File: src/rtl/cla_pipe_addsub.sv
// Pipelined carry-lookahead adder/subtractor.
// The operation is split into SEG_W-bit lookahead segments, one segment
// resolved per stage, with the segment carry registered between stages.
// Unconsumed operand bits travel forward with the beat and completed sum
// bits accumulate until the last stage, which also forms the flags.
// A single global advance signal stalls the whole pipe under backpressure.
module cla_pipe_addsub #(
  parameter int WIDTH = 32,
  parameter int SEG_W = 8
) (
  input  logic             clk,
  input  logic             rst_n,
  input  logic             in_valid,
  output logic             in_ready,
  input  logic [WIDTH-1:0] in_a,
  input  logic [WIDTH-1:0] in_b,
  input  logic             in_cin,
  input  logic             in_sub,
  output logic             out_valid,
  input  logic             out_ready,
  output logic [WIDTH-1:0] out_sum,
  output logic             out_cout,
  output logic             out_ovf,
  output logic             out_zero
);

  localparam int NSEG = WIDTH / SEG_W;

  logic             adv;
  logic [WIDTH-1:0] b_eff;
  logic             c0;
  logic             ovf_q;
  logic             zero_q;

  // Flattened sum-of-products lookahead: every carry is built directly from
  // the segment's generate/propagate terms and the segment carry-in, so no
  // carry ripples through the segment.
  function automatic logic [SEG_W:0] cla_carries(input logic [SEG_W-1:0] p,
                                                 input logic [SEG_W-1:0] g,
                                                 input logic             cin);
    logic [SEG_W:0] c;
    logic           term;
    c    = '0;
    c[0] = cin;
    for (int i = 0; i < SEG_W; i++) begin
      term = cin;
      for (int j = 0; j <= i; j++) term = term & p[j];
      c[i+1] = term;
      for (int j = 0; j <= i; j++) begin
        term = g[j];
        for (int m = j + 1; m <= i; m++) term = term & p[m];
        c[i+1] = c[i+1] | term;
      end
    end
    return c;
  endfunction

  // Subtraction is A + ~B + 1; the borrow-in flips the injected carry.
  assign b_eff = in_sub ? ~in_b : in_b;
  assign c0    = in_cin ^ in_sub;

  for (genvar k = 0; k < NSEG; k++) begin : stg
    localparam int LO   = k * SEG_W;
    localparam int DONE = LO + SEG_W;

    logic [WIDTH-LO-1:0] op_a;
    logic [WIDTH-LO-1:0] op_b;
    logic                c_in;
    logic                v_in;
    logic [SEG_W-1:0]    p;
    logic [SEG_W-1:0]    g;
    logic [SEG_W-1:0]    seg_sum;
    logic [SEG_W:0]      c;
    logic [DONE-1:0]     sum_d;
    logic [DONE-1:0]     sum_q;
    logic                c_q;
    logic                v_q;

    if (k == 0) begin : src
      assign op_a  = in_a;
      assign op_b  = b_eff;
      assign c_in  = c0;
      assign v_in  = in_valid;
      assign sum_d = seg_sum;
    end else begin : src
      assign op_a  = stg[k-1].mid.a_q;
      assign op_b  = stg[k-1].mid.b_q;
      assign c_in  = stg[k-1].c_q;
      assign v_in  = stg[k-1].v_q;
      assign sum_d = {seg_sum, stg[k-1].sum_q};
    end

    assign p       = op_a[SEG_W-1:0] ^ op_b[SEG_W-1:0];
    assign g       = op_a[SEG_W-1:0] & op_b[SEG_W-1:0];
    assign c       = cla_carries(p, g, c_in);
    assign seg_sum = p ^ c[SEG_W-1:0];

    // Stage register: valid bit, accumulated sum bits and segment carry-out.
    always_ff @(posedge clk or negedge rst_n) begin
      if (!rst_n) begin
        v_q   <= 1'b0;
        sum_q <= '0;
        c_q   <= 1'b0;
      end else if (adv) begin
        v_q   <= v_in;
        sum_q <= sum_d;
        c_q   <= c[SEG_W];
      end
    end

    if (k < NSEG - 1) begin : mid
      logic [WIDTH-DONE-1:0] a_q;
      logic [WIDTH-DONE-1:0] b_q;

      // Carry the not-yet-consumed operand bits forward to later stages.
      always_ff @(posedge clk or negedge rst_n) begin
        if (!rst_n) begin
          a_q <= '0;
          b_q <= '0;
        end else if (adv) begin
          a_q <= op_a[WIDTH-LO-1:SEG_W];
          b_q <= op_b[WIDTH-LO-1:SEG_W];
        end
      end
    end else begin : fin
      // Last stage: signed overflow from the top two carries and zero flag,
      // registered alongside the final sum.
      always_ff @(posedge clk or negedge rst_n) begin
        if (!rst_n) begin
          ovf_q  <= 1'b0;
          zero_q <= 1'b0;
        end else if (adv) begin
          ovf_q  <= c[SEG_W] ^ c[SEG_W-1];
          zero_q <= ~|sum_d;
        end
      end
    end
  end

  assign out_valid = stg[NSEG-1].v_q;
  assign out_sum   = stg[NSEG-1].sum_q;
  assign out_cout  = stg[NSEG-1].c_q;
  assign out_ovf   = ovf_q;
  assign out_zero  = zero_q;

  assign adv      = !out_valid | out_ready;
  assign in_ready = adv;

endmodule

File: config.mk
export PLATFORM = sky130hd
export DESIGN_NAME = cla_pipe_addsub
export DESIGN_NICKNAME = d
export VERILOG_FILES = /design/src/rtl/cla_pipe_addsub.sv
export SDC_FILE = /design/constraint.sdc
export NUM_CORES = 1
export LEC_CHECK = 0
export BUFFER_PORTS_ARGS = -buffer_cell sky130_fd_sc_hd__buf_4
export CORE_MARGIN = 2
export CORE_UTILIZATION = 58
export DETAILED_ROUTE_END_ITERATION = 6
export GPL_TIMING_DRIVEN = 0
export PLACE_DENSITY = 0.8
export RECOVER_POWER = 50
export REMOVE_ABC_BUFFERS = 1
export SLEW_MARGIN = 20
export SYNTH_ARGS = -nofsm -noshare
export SYNTH_HDL_FRONTEND = slang
export SYNTH_SLANG_ARGS = --single-unit
File: constraint.sdc
create_clock -name clk -period 3 [get_ports clk]
set_clock_uncertainty 0.15 [all_clocks]
set_input_delay 0.6 -clock clk [delete_from_list [all_inputs] [get_ports clk]]
set_output_delay 0.6 -clock clk [all_outputs]
set_load 0.05 [all_outputs]
---- Word level (Yosys, flattened, before mapping) ----
Index checks and enable logic that the tools add are counted.
cells by class
  reduce and logical (&&, ||, !) cells .... 3
  multiplexer cells ....................... 1
  bitwise logic cells ..................... 304
operators by type and width
  operator             number
  1-bit OR             145
  1-bit AND            144
  8-bit XOR            8
  8-bit AND            4
  32-bit 2-to-1 mux    1
  32-bit NOT           1
  32-bit OR reduction  1
  1-bit logical NOT    2
  1-bit XOR            2
storage, ports and cells
  register bits after elaboration ......... 186
  logic and storage cells ................. 328
  output and inout port bits .............. 37

---- Longest topological paths before layout ----
  word-level depth ........................ 19
  gate-level depth with buffers ........... 11

---- Worst setup path after synthesis ----
No wires, ideal clock.
  path kind ............................... input port to flip-flop
  from .................................... input port in_sub
  to ...................................... register stg[0].sum_q[7]
  stages .................................. 11
  path buffers ............................ 2
  data arrival time ....................... 2,886 ps
  slack ................................... -155 ps
  data required time ...................... 2,730 ps
  cells stage by stage .................... clkbuf_1 buf_2 xor2_1 ha_1 ha_1 o21a_1 o211ai_2 nand2_1 a41o_1 or3_1 a31o_1
between the ends
  longest elaborated chain between the ends .. 17
  elaborated cells on any way between the ends .. 40
  those cells by class .................... mux (1); bitwise (39)
RTL lines
  element                 line  text
  start, declared         18    input logic in_sub,
  32-bit 2-to-1 mux       59    assign b_eff = in_sub ? ~in_b : in_b;
  8-bit XOR               93    assign p = op_a[SEG_W-1:0] ^ op_b[SEG_W-1:0];
  1-bit AND (7 in a row)  47    for (int j = 0; j <= i; j++) term = term & p[j];
  1-bit OR (7 in a row)   52    c[i+1] = c[i+1] | term;
  8-bit XOR (*)           96    assign seg_sum = p ^ c[SEG_W-1:0];
  end signal, assigned    106   sum_q <= sum_d;
  end, declared           75    logic [DONE-1:0] sum_q;
Every way passes the cells marked *; elsewhere a longest branch is shown, timed or not.
A chain may end at the register's enable or synchronous reset.

---- Worst setup path in the final report ----
  from .................................... register stg[3].v_q, in the netlist out_valid
  to ...................................... output port in_ready
between the ends
  longest elaborated chain between the ends .. 2
RTL lines
  element                 line  text
  start, declared         77    logic v_q;
  start signal, assigned  105   v_q <= v_in;
  1-bit logical NOT       146   assign adv = !out_valid | out_ready;
  1-bit OR                146
  end, declared           14    output logic in_ready,
Every way passes these cells.

==> metrics.txt <==
ANT nets after route=0; Max-Cap Viols=0; origin of the worst setup path=out_valid$_DFFE_PN0P_; post-detail-place hpwl=10,600 um; simple-gate share of the synthesized area=0.231; Setup crit end=in_ready; Final #Nets=1,109; Worst Path Max Fanout=64; class of the worst hold path=in2reg; CTS tree=done; Max Freq=0.349 GHz; LEAKAGE=5.01 nW; CP required=2.25 ns; Final setup viols=0; Syn Inst Count=906; total global routing track utilization=0.229; Die X=124 um; measured slew at the worst slew-check pin=1.11 ns; IO buf count=106; Crit. End Element=output port; share of the yosys chip area belonging to registers=0.557; initial antenna violation count=0; final period utilization=0.954; cell accounting for the most synthesized area=dfrtp_1; number of global-route vias before repair=5,931; first-pass GRT wire length=27,400 um; final critical-path required period=2.86 ns; DR vias=6,130; Synth Area in XOR/XNOR=0.0482; CP arrival=2.11 ns; largest net degree at the start of global routing=90; Starting DRT DRC Count=502; top_reg_cell synth=dfrtp_1; synth unique cells=40; Ys Warns=0; Synth Area in Adders=0.0635; Power Density=1130 mW/mm2; IO Count=107; CORE AREA=0.0140 mm2; GRT overflow=0; post-synthesis mux area share=0.00270; number of synthesized flops with an enable pin=0; average wire per standard cell=13.7 um; drt total wl=16,400 um; clk_lat worst skew=0.42 ns; main area contributors after synthesis=dfrtp_1 56%, nand2_1 19%, ha_1 5.4%; post-synth top area share=0.557; compound-gate portion of the synthesized area=0.0749; Pre-antenna DRT Iters=4; total CTS buffers=17; Synth async-reset ratio=1.00; Post-Syn Area=0.00835 mm2; Max Slew Vio Count=0; Yosys reg bits=186; largest family of logic cells by synthesized area=simple AND/OR/NAND/NOR gates; DRC Markers=0; status=finished clean; worst-case reg-to-reg path depth=6; placer congestion estimate=0.788; flop2flop setup slack=0.51 ns; RSZ-0062 raised after global routing=no; worst vdd ir=496 uV; share of cells above drive strength 1=0.122; deepest clock path buffer count=2; Area growth syn-to-layout=18.9%; Worst setup SP type=flip-flop; clock root buffer=clkbuf_16; Slew HR=0.259; die footprint=0.0154 mm2; Final Power=11.3 mW; number of diodes=0; Rows=43; clk sink count=186; die span in y=124 um; Final TNS setup=0 ns; top cells by count, synth=432 x nand2_1, 186 x dfrtp_1, 36 x ha_1; R2R Path End=stg[0].sum_q[5]$_DFFE_PN0P_; Final Hold Violating Endpoints=0; Avg Cell Area, Syn=9.22 um2; Via density=5.15; Starting Density=0.597; Worst-path clk slew=0.07 ns; H-Tree Depth=4; R2R Path Start=out_valid$_DFFE_PN0P_; cell with the most instances after synthesis=nand2_1; CP Class=reg2out
## critical path, stage by stage, from the launching register on
cell,delay (ns)
dfrtp_1,0.43
nor2b_4,0.16
buf_16,0.16
buf_12,0.17
buf_12,0.17
inv_8,0.27
buf_4,0.28
## cells by family (layout without fill, tap and decap cells)
logic type | count (synthesis) | in the layout
compound gates | 90 | 90
fa+ha+maj | 40 | 40
xor+xnor | 46 | 46
simple gates | 493 | 494
flops | 186 | 186
mux | 2 | 2
buf+inv | 49 | 153
## flip-flops by register name, indices dropped and copies added, names as in the netlist
signal and cells:
stg.v_q 3, stg.mid.b_q 48, stg.sum_q 48, out_zero 1, out_sum 32, out_ovf 1, out_valid 1, stg.c_q 3
out_cout 1, stg.mid.a_q 48
## timing repair
item	CTS	global route
endpoints found under the hold margin	40	0
endpoints found under the setup margin	1	2
resized for setup	0	2
hold buffers	1	0
cloned	1	0
buffers inserted	1	0
## area by class of cell
type,count,area (um2)
repair buffers,117,850
well taps,180,225
clock buffers,19,453
clock inverters,12,196
inverters,5,26.3
flip-flops and latches,186,4650
fillers,1117,4060
multi-input cells,672,3520
## per-stage QoR
step           std cells  area [um2]   util  setup slack (ns)  hold WS (ns)
6_report            1191        9930  0.710             0.139         0.212
3_5_place_dp        1157        9440  0.675            -0.318         0.302
3_3_place_gp        1148        9200  0.658            -17.08         0.291
4_1_cts             1191       10100  0.723            0.0247         0.203
5_1_grt             1191        9930  0.710            0.0588         0.206
2_1_floorplan        862        8180      -             -9.96         0.154
## power by group
part           internal, mW  switching, mW
logic                  1.56           2.95
registers              3.63          0.692
clock network          1.52          0.925
## metal layers
metal | track usage | wire (um) | vias to the layer above
met2 | 0.380 | 8100 | 104
met1 | 0.301 | 7490 | 2912
li1 | - | - | 3092
met3 | 0.0527 | 516 | 22
met5 | 0 | 0 | -
met4 | 0.0765 | 252 | 0
## worst min-delay path by stage
stage	slack, ns	end	cells after the start	start
2_1_floorplan	0.15	out_cout$_DFFE_PN0P_	0	rst_n
3_3_place_gp	0.29	stg[2].v_q$_DFFE_PN0P_	2	stg[2].v_q$_DFFE_PN0P_
3_5_place_dp	0.30	stg[2].sum_q[15]$_DFFE_PN0P_	2	stg[1].sum_q[15]$_DFFE_PN0P_
4_1_cts	0.20	stg[0].mid.a_q[1]$_DFFE_PN0P_	3	in_a[9]
5_1_grt	0.21	stg[0].mid.a_q[4]$_DFFE_PN0P_	3	in_a[12]
6_report	0.21	stg[0].mid.a_q[1]$_DFFE_PN0P_	3	in_a[9]
## cells in the final DEF, fill, tap and decap left out, types with 6 or more instances in the layout
cell and instances:
a21oi_1 15, o21ai_1 7, clkbuf_1 38, xor2_1 14, ha_1 36, buf_4 68, clkbuf_16 17, dfrtp_1 186
o31ai_1 6, o21a_1 6, nor2_1 28, o21ai_0 29, nand2_1 432, nor3_1 8, xnor2_1 32
Note: power is estimated with default switching activity, not from simulation.
